### config.mk
export PLATFORM = sky130hd
export DESIGN_NAME = huffman_block_sequencer
export DESIGN_NICKNAME = d
export VERILOG_FILES = /design/src/rtl/huffman_block_sequencer_pkg.sv /design/src/rtl/huffman_block_sequencer_nz_above.sv /design/src/rtl/huffman_block_sequencer.sv
export SDC_FILE = /design/constraint.sdc
export NUM_CORES = 2
export LEC_CHECK = 0
export ABC_AREA = 1
export CELL_PAD_IN_SITES_DETAIL_PLACEMENT = 1
export CELL_PAD_IN_SITES_GLOBAL_PLACEMENT = 2
export CORE_ASPECT_RATIO = 1.4
export CORE_UTILIZATION = 25
export DETAILED_ROUTE_END_ITERATION = 7
export PLACE_DENSITY_LB_ADDON = 0.05
export SETUP_SLACK_MARGIN = 0.05
export SLEW_MARGIN = 20
export SYNTH_ARGS = -nofsm -noshare
export SYNTH_HDL_FRONTEND = slang
export SYNTH_HIERARCHICAL = 1
export SYNTH_SLANG_ARGS = --single-unit
export TNS_END_PERCENT = 20
### constraint.sdc
create_clock -name clock -period 7.2 [get_ports clock]
set_clock_uncertainty 0.1 [all_clocks]
set_input_delay 0.72 -clock clock [delete_from_list [all_inputs] [get_ports clock]]
set_output_delay 0.72 -clock clock [all_outputs]
set_load 0.1 [all_outputs]
### src/rtl/huffman_block_sequencer_pkg.sv
// Shared JPEG entropy-stage definitions: coefficient width, scan constants and
// the block sequencer state encoding.
package huffman_block_sequencer_pkg;

    localparam int COEF_W   = 8;
    localparam int NUM_COEF = 64;
    localparam int IDX_W    = 6;
    localparam int RUN_W    = 4;

    localparam logic [RUN_W-1:0] ZRL_RUN  = 4'd15;
    localparam logic [IDX_W-1:0] LAST_IDX = 6'd63;

    typedef enum logic [2:0] {
        S_IDLE,
        S_DC,
        S_SCAN,
        S_ZRL,
        S_EOB,
        S_DONE
    } state_t;

endpackage

### src/rtl/huffman_block_sequencer_nz_above.sv
// Reports whether any coefficient strictly above idx is nonzero, given the
// per-coefficient nonzero mask of the current block.
module nz_above_detect
    import huffman_block_sequencer_pkg::*;
(
    input  logic [NUM_COEF-1:0] nz_mask,
    input  logic [IDX_W-1:0]    idx,
    output logic                any_above
);

    logic [NUM_COEF-1:0] shifted;

    assign shifted   = nz_mask >> idx;
    assign any_above = |(shifted >> 1);

endmodule

### src/rtl/huffman_block_sequencer.sv
// Walks one zigzag-ordered block and emits the DC difference followed by
// run/value AC symbols, ZRL and EOB markers for the Huffman encoder.
module huffman_block_sequencer #(
    parameter int COEF_W = huffman_block_sequencer_pkg::COEF_W
) (
    input  logic                                                 clock,
    input  logic                                                 reset_n,
    input  logic [huffman_block_sequencer_pkg::NUM_COEF*COEF_W-1:0] zigzag_pix_in,
    input  logic                                                 blk_valid,
    output logic                                                 blk_ready,
    input  logic                                                 dc_pred_clr,
    output logic                                                 sym_valid,
    input  logic                                                 sym_ready,
    output logic                                                 sym_is_dc,
    output logic [3:0]                                           sym_run,
    output logic [COEF_W:0]                                      sym_value,
    output logic                                                 sym_eob,
    output logic                                                 sym_zrl,
    output logic                                                 blk_done,
    output huffman_block_sequencer_pkg::state_t                  state_dbg
);
    import huffman_block_sequencer_pkg::*;

    // Handshakes: a transfer happens on a rising edge where valid and ready are
    // both 1; valid never depends on ready, and offered data holds until taken.

    state_t                     state, state_nxt;
    logic [NUM_COEF*COEF_W-1:0] blk_q;
    logic [NUM_COEF-1:0]        nz_mask_q, nz_in;
    logic [IDX_W-1:0]           k_q;
    logic [RUN_W-1:0]           run_q;
    logic [COEF_W-1:0]          dc_pred_q;
    logic                       clr_pend_q;
    logic                       nz_above;
    logic [COEF_W-1:0]          coef0, coef_k;
    logic [COEF_W:0]            dc_diff;

    always_comb begin
        nz_in = '0;
        for (int i = 0; i < NUM_COEF; i++) nz_in[i] = |zigzag_pix_in[i*COEF_W +: COEF_W];
    end

    nz_above_detect u_nz_above (
        .nz_mask   (nz_mask_q),
        .idx       (k_q),
        .any_above (nz_above)
    );

    assign coef0     = blk_q[COEF_W-1:0];
    assign coef_k    = blk_q[int'(k_q)*COEF_W +: COEF_W];
    assign dc_diff   = {coef0[COEF_W-1], coef0} - {dc_pred_q[COEF_W-1], dc_pred_q};
    assign state_dbg = state;

    // After DC or an AC symbol, jump straight to EOB when nothing nonzero remains.
    always_comb begin
        state_nxt = state;
        blk_ready = 1'b0;
        blk_done  = 1'b0;
        sym_valid = 1'b0;
        sym_is_dc = 1'b0;
        sym_eob   = 1'b0;
        sym_zrl   = 1'b0;
        sym_run   = '0;
        sym_value = '0;
        case (state)
            S_IDLE: begin
                blk_ready = 1'b1;
                if (blk_valid) state_nxt = S_DC;
            end
            S_DC: begin
                sym_valid = 1'b1;
                sym_is_dc = 1'b1;
                sym_value = dc_diff;
                if (sym_ready) state_nxt = nz_above ? S_SCAN : S_EOB;
            end
            S_SCAN: begin
                if (nz_mask_q[k_q]) begin
                    sym_valid = 1'b1;
                    sym_run   = run_q;
                    sym_value = {coef_k[COEF_W-1], coef_k};
                    if (sym_ready) begin
                        if (k_q == LAST_IDX) state_nxt = S_DONE;
                        else                 state_nxt = nz_above ? S_SCAN : S_EOB;
                    end
                end else if (!nz_above) begin
                    state_nxt = S_EOB;
                end else if (run_q == ZRL_RUN) begin
                    state_nxt = S_ZRL;
                end
            end
            S_ZRL: begin
                sym_valid = 1'b1;
                sym_zrl   = 1'b1;
                sym_run   = ZRL_RUN;
                if (sym_ready) state_nxt = S_SCAN;
            end
            S_EOB: begin
                sym_valid = 1'b1;
                sym_eob   = 1'b1;
                if (sym_ready) state_nxt = S_DONE;
            end
            S_DONE: begin
                blk_done  = 1'b1;
                state_nxt = S_IDLE;
            end
            default: state_nxt = S_IDLE;
        endcase
    end

    always_ff @(posedge clock) begin
        if (!reset_n) begin
            state      <= S_IDLE;
            blk_q      <= '0;
            nz_mask_q  <= '0;
            k_q        <= '0;
            run_q      <= '0;
            dc_pred_q  <= '0;
            clr_pend_q <= 1'b0;
        end else begin
            state <= state_nxt;
            case (state)
                S_IDLE: begin
                    if (dc_pred_clr) dc_pred_q <= '0;
                    if (blk_valid) begin
                        blk_q     <= zigzag_pix_in;
                        nz_mask_q <= nz_in;
                        k_q       <= '0;
                        run_q     <= '0;
                    end
                end
                S_DC: begin
                    if (sym_ready) begin
                        dc_pred_q <= coef0;
                        k_q       <= 6'd1;
                        run_q     <= '0;
                    end
                end
                S_SCAN: begin
                    if (nz_mask_q[k_q]) begin
                        if (sym_ready) begin
                            run_q <= '0;
                            k_q   <= k_q + 6'd1;
                        end
                    end else if (nz_above && run_q != ZRL_RUN) begin
                        run_q <= run_q + 4'd1;
                        k_q   <= k_q + 6'd1;
                    end
                end
                S_ZRL: begin
                    if (sym_ready) begin
                        run_q <= '0;
                        k_q   <= k_q + 6'd1;
                    end
                end
                S_DONE: begin
                    if (clr_pend_q || dc_pred_clr) dc_pred_q <= '0;
                end
                default: ;
            endcase
            // A clear seen mid-block is held until the block completes.
            if (state == S_DONE)                      clr_pend_q <= 1'b0;
            else if (state != S_IDLE && dc_pred_clr)  clr_pend_q <= 1'b1;
        end
    end

endmodule

### Word level (Yosys, flattened, before mapping)

Index checks and enable logic that the tools add are counted.

* register bits: 598
* output and inout port bits: 22
* word-level logic and storage cells: 151

* add/subtract/negate cells: 3
* magnitude comparators: 1
* equality and inequality tests: 17
* shifts and indexed selects: 2
* multiplexer cells: 39
* bitwise operators: 1
* reductions and logical operators: 81

Operators by type and width (number)
* OR reduction 8 bit: 64
* variable part select 512 x 10 -> 8 bit: 1
* >> shifter 64 x 6 -> 64 bit: 1
* OR reduction 63 bit: 1
* two-way mux 3 bit: 10
* two-way mux 6 bit: 5
* two-way mux 8 bit: 3
* case mux 6 bit (4 select lines): 1
* case mux 8 bit (3 select lines): 1
* two-way mux 4 bit: 5
* case mux 9 bit (2 select lines): 1
* case mux 3 bit (5 select lines): 1
* inequality test 2 bit (second input constant): 6
* case mux 4 bit (3 select lines): 1
* two-way mux 9 bit: 1
* nonzero test 3 bit: 3
* subtractor 8 x 8 -> 9 bit: 1
* inequality test 4 bit (second input constant): 2
* case mux 4 bit (2 select lines): 1
* AND reduction 4 bit: 2
* less-than comparator 6 x 7 -> 1 bit (second input constant): 1
* two-way mux 1 bit: 7
* adder 6 x 1 -> 6 bit (second input constant): 1
* binary-select mux 1 bit (select 6 bit): 1
* other kinds (18): 23

### Depth between registers and ports, before layout

* word-level depth: 7
* mapped depth: 26
* depth with buffers taken out: 24

### By module

Netlist, hierarchy kept.

By module, submodules not included
* huffman_block_sequencer: instances 1, cells each 3957, area an instance 27421.3 sq um, sequential area each 11971.5 sq um
* nz_above_detect: instances 1, cells each 697, area an instance 3066.7 sq um, sequential area each 0.0 sq um

### Worst setup path before layout

No wires, ideal clock.

* path kind: register to output
* start point: register state[0] (netlist: state_dbg[0])
* end point: output port sym_value[8]
* data arrival time: 4.217 ns
* slack: 2.163 ns
* cell stages (with the launch flop): 6
* cells stage by stage: dfxtp_1 > nand2_1 > nor2_1 > clkbuf_1 > o21ai_0 > o21ai_1

* word-level cells in the longest chain between the ends: 2

Ends and longest elaborated chain
* from (decl): RTL line huffman_block_sequencer.sv:27 `state_t state, state_nxt;`
* from (signal assigned): RTL line huffman_block_sequencer.sv:120 `state <= state_nxt;`
* == test 3 x 2 -> 1 bit / == test 3 x 1 -> 1 bit (equally long branches): RTL line huffman_block_sequencer.sv:65 `case (state)`
* case mux 9 bit (2 select lines) *: RTL line huffman_block_sequencer.sv:65
* to (decl): RTL line huffman_block_sequencer.sv:16 `output logic [COEF_W:0] sym_value,`

Every way passes the cells marked *; elsewhere a longest branch is shown, timed or not.

### Worst setup path in the final report

* start point: register k_q[0]
* end point: output port sym_value[1]

* word-level cells in the longest chain between the ends: 4

Ends and longest elaborated chain
* from (decl): RTL line huffman_block_sequencer.sv:30 `logic [IDX_W-1:0] k_q;`
* from (signal assigned): RTL line huffman_block_sequencer.sv:142 `k_q <= k_q + 6'd1;`
* from (signal assigned): RTL line huffman_block_sequencer.sv:146 `k_q <= k_q + 6'd1;`
* from (signal assigned): RTL line huffman_block_sequencer.sv:152 `k_q <= k_q + 6'd1;`
* branches (longest 2 deep; another with variable part select 512 x 10 -> 8 bit)
* two-way mux 9 bit *: RTL line huffman_block_sequencer.sv:77 `if (nz_mask_q[k_q]) begin`
* case mux 9 bit (2 select lines) *: RTL line huffman_block_sequencer.sv:65

Mark *: on every way between the ends. The select of a mux whose other input is x is not followed.

==> results.toml <==
[drt]
detail_route.wirelength_um = 153000
drc = 0
wl_per_cell_um = 23.2
ant_nets = 0
dr_total_vias = 33100
drt-vias-per-instance = 5.01
drt-initial-drc-count = 1750
drtPass1Iterations = 4

[clocking]
tritoncts = "yes"
cts.sinks = 598
cts_setup_buffers = 0
postCtsHoldBufs = 0
htreeDepth = 3
cts_inserted_buffers = 71
cts_resized = 0
cts-root-buf = "clkbuf_16"
clk-insertion-delay-late_ns = 0.67
clk_pin_slew_worst_paths_ns = 0.06
ctsLongestPathBuffers = 3

[critical_path]
cp_top_family = "buffers and inverters"
end_kind = "output port"
arrival_ns = 4.95
crit_required_ns = 6.38
cp-start-kind = "flip-flop"
critPathMaxStageDelay_ns = 1.18
reg2reg_depth = 20
r2r_slack_ns = 2.60
crit_chain = "inv_6 > buf_12 > nor2_1 > o21ai_0 > o21ai_0 > o22ai_1 > nand2_1 > nand3_1 > nand3_1 > o21ai_0 > clkdlybuf4s50_1"
crit_top_cell = "o21ai_0"
crit_path_top_delay_cell = "clkdlybuf4s50_1"
path_class = "reg -> out"
path_max_fanout = 92
r2r_start = "k_q[2]"
critPathBufInv = 3
r2r_end = "run_q[3]"

[synth]
syn-mean-instance-area_um2 = 6.55
ys_ff_latch = 598
synth-seq-area-share_pct = 39.3
ys.flop_type = "dfxtp_1"
netlist_area_um2 = 30500
syn_inst = 4654
synth.distinct_cells = 41
synth-edff-count = 0
async_reset_ff_share_pct = 0
yosys_warnings = 6
synth_nets = 5182

[placed_design]
dp_hpwl_um = 110000
gp_congestion = 0.794
placed_cells = 6478
port-buffer-count = 538

[hold_path]
hold_class = "reg -> reg"
hold_depth = 2
worstHoldStart = "blk_q[266]"
worstHoldEndpoint = "blk_q[266]"

[timing]
finalCritPeriodShare_pct = 80.2
fmax_mhz = 173
finalMaxSlewViolations = 0
worst_pin_slew_ns = 1.11
hold_violations = 0
setup_tns_ns = 0
slew_headroom_pct = 25.6
min_period_ns = 5.77
finalSetupViolations = 0
grt_setup_unrepaired = "false"

[die]
die_area_um2 = 123000
start_util_pct = 25.2
core_um2 = 121000
die_y_um = 415
die_w_um = 297
fp-row-count = 151
ios = 539

[global_routing]
grt_pass1_vias = 34700
grt_pass1_wl_um = 229000
antenna_found_initial = 6
grt_max_degree = 194
grt_overflow = 0
grt.total_usage_pct = 24.3

[run]
max_cap_viol_count = 0

[finish]
nNetsFinal = 5473
fill_cells = 15100
syn_to_final_growth_pct = 28.7
multi_input_area_um2 = 16100
area.sequential_um2 = 12000
final_cells = 6608
drive_gt1_share_pct = 4.02

[power]
net-switching-power_mw = 6.47
switching_share_pct = 43.7
p_clk_share_pct = 26.2
total_power_mw = 14.8
p_leak_nw = 15.2
powerDensity_nw_per_um2 = 377
vdd_drop_max_v = 0.000354
combPwrFrac_pct = 40.3
cellInternalPower_mw = 8.34
p_seq_share_pct = 33.5

[status]
outcome = "finished, final reports clean"
[worst reg2reg max path, delay by kind of cell, from the launching register on]
| kind | cells | cell delay [ns] |
|---|---|---|
| flip-flops | 1 | 0.69 |
| buffers and inverters | 3 | 1.55 |
| AND/OR/NAND/NOR | 16 | 2.06 |
| AO/OA/AOI/OAI | 1 | 0.05 |
[worst max path at each step]
stage	end	cells past startpoint	slack, ns	from
global placement	sym_value[1]	11	2.02	k_q[0]
global route	sym_value[1]	15	1.20	k_q[0]
detailed placement	sym_value[1]	11	2.01	k_q[0]
finish	sym_value[1]	11	1.43	k_q[0]
CTS	sym_value[1]	11	1.30	k_q[0]
floorplan	sym_value[8]	5	2.16	state_dbg[0]
[cell type report]
type | count | share of cell area, %
Timing Repair Buffer | 578 | 14.9
Antenna cell | 1 | 0.00638
Clock buffer | 107 | 5.26
Sequential cell | 598 | 30.6
Tap cell | 1606 | 5.12
Clock inverter | 22 | 0.979
Inverter | 209 | 2.04
Multi-Input combinational cell | 3487 | 41.1
[cell usage after synthesis, types with 6 or more instances]
cell type    n  area share (%)
a21oi_2      8            0.23
nand3_1    298             4.9
o22ai_1     16            0.33
inv_2        7           0.086
clkbuf_1   227             2.8
inv_1      196             2.4
a21oi_1    325             5.3
o221ai_1     9            0.26
o31ai_1      9            0.22
nand2_2     10            0.21
o21ai_1     44            0.72
buf_4       12            0.30
nand2_1    613             7.5
buf_2       88             1.4
clkbuf_2     6           0.098
dfxtp_1    598              39
ha_1        10            0.41
nor2_1     925              11
buf_1       14            0.17
buf_6       13            0.48
o211ai_1    12            0.30
nor3_1      55            0.90
nor4_1      75             1.5
nand4_1      8            0.16
a31oi_1     64             1.3
a211oi_1    26            0.64
o21ai_0    946              16
[power groups by stage]
stage | Clock (mW) | Combinational (mW) | Sequential (mW)
6_report | 3.87 | 5.97 | 4.96
5_1_grt | 4.10 | 6.70 | 5.07
4_1_cts | 4.00 | 6.09 | 4.97
3_5_place_dp | 0 | 6.06 | 5.03
3_3_place_gp | 0 | 6.03 | 5.02
2_1_floorplan | 0 | 3.93 | 4.73
[routing by layer]
layer	GRT usage, %	vias up	routed length [um]
met2	43.5	589	76500
met5	0	-	28
met3	2.45	124	4390
li1	-	16300	-
met4	6.30	4	3330
met1	30.9	16100	69200
[placed cells by master (no fill, tap or decap), types with 4 or more instances in the layout]
cell type,n
a211oi_1,26
a21oi_1,325
a21oi_2,8
a31oi_1,64
and2_1,5
buf_12,14
buf_4,32
bufinv_16,7
clkbuf_1,23
clkbuf_16,73
clkbuf_8,11
clkdlybuf4s50_1,531
clkinv_1,5
clkinv_2,9
dfxtp_1,593
dfxtp_4,4
ha_1,10
inv_1,194
inv_2,6
nand2_1,613
nand2_2,10
nand3_1,298
nand3_2,4
nand4_1,8
nor2_1,924
nor3_1,55
nor4_1,75
o211ai_1,12
o21ai_0,946
o21ai_1,44
o221ai_1,9
o22ai_1,16
o31ai_1,9
or2_1,5
xor2_1,5
[stage by stage]
step	hold slack, ns	util [%]	worst slack (ns)	instance area, um^2
final	0.351	32.4	1.43	39200
after global routing	0.370	32.4	1.20	39200
after CTS	0.352	32.4	1.30	39200
after detailed placement	0.343	30.4	2.01	36800
after global placement	0.337	30.4	2.02	36800
after floorplan	0.324	-	2.16	30500
[registers in the layout, summed over array words and instances (netlist names)]
register	count
clr_pend_q	1
blk_q	512
state_dbg	3
nz_mask_q	64
dc_pred_q	8
k_q	6
run_q	4
[cell families after synthesis]
family	share of synthesized area, %
AOI/OAI and AO/OA	25.0
xor gates and xnor gates	0.144
adders and majority gates	0.476
buffers and inverters	7.87
DFF	39.3
and+or+nand+nor	27.3
Power figures use the tool's default switching activity.
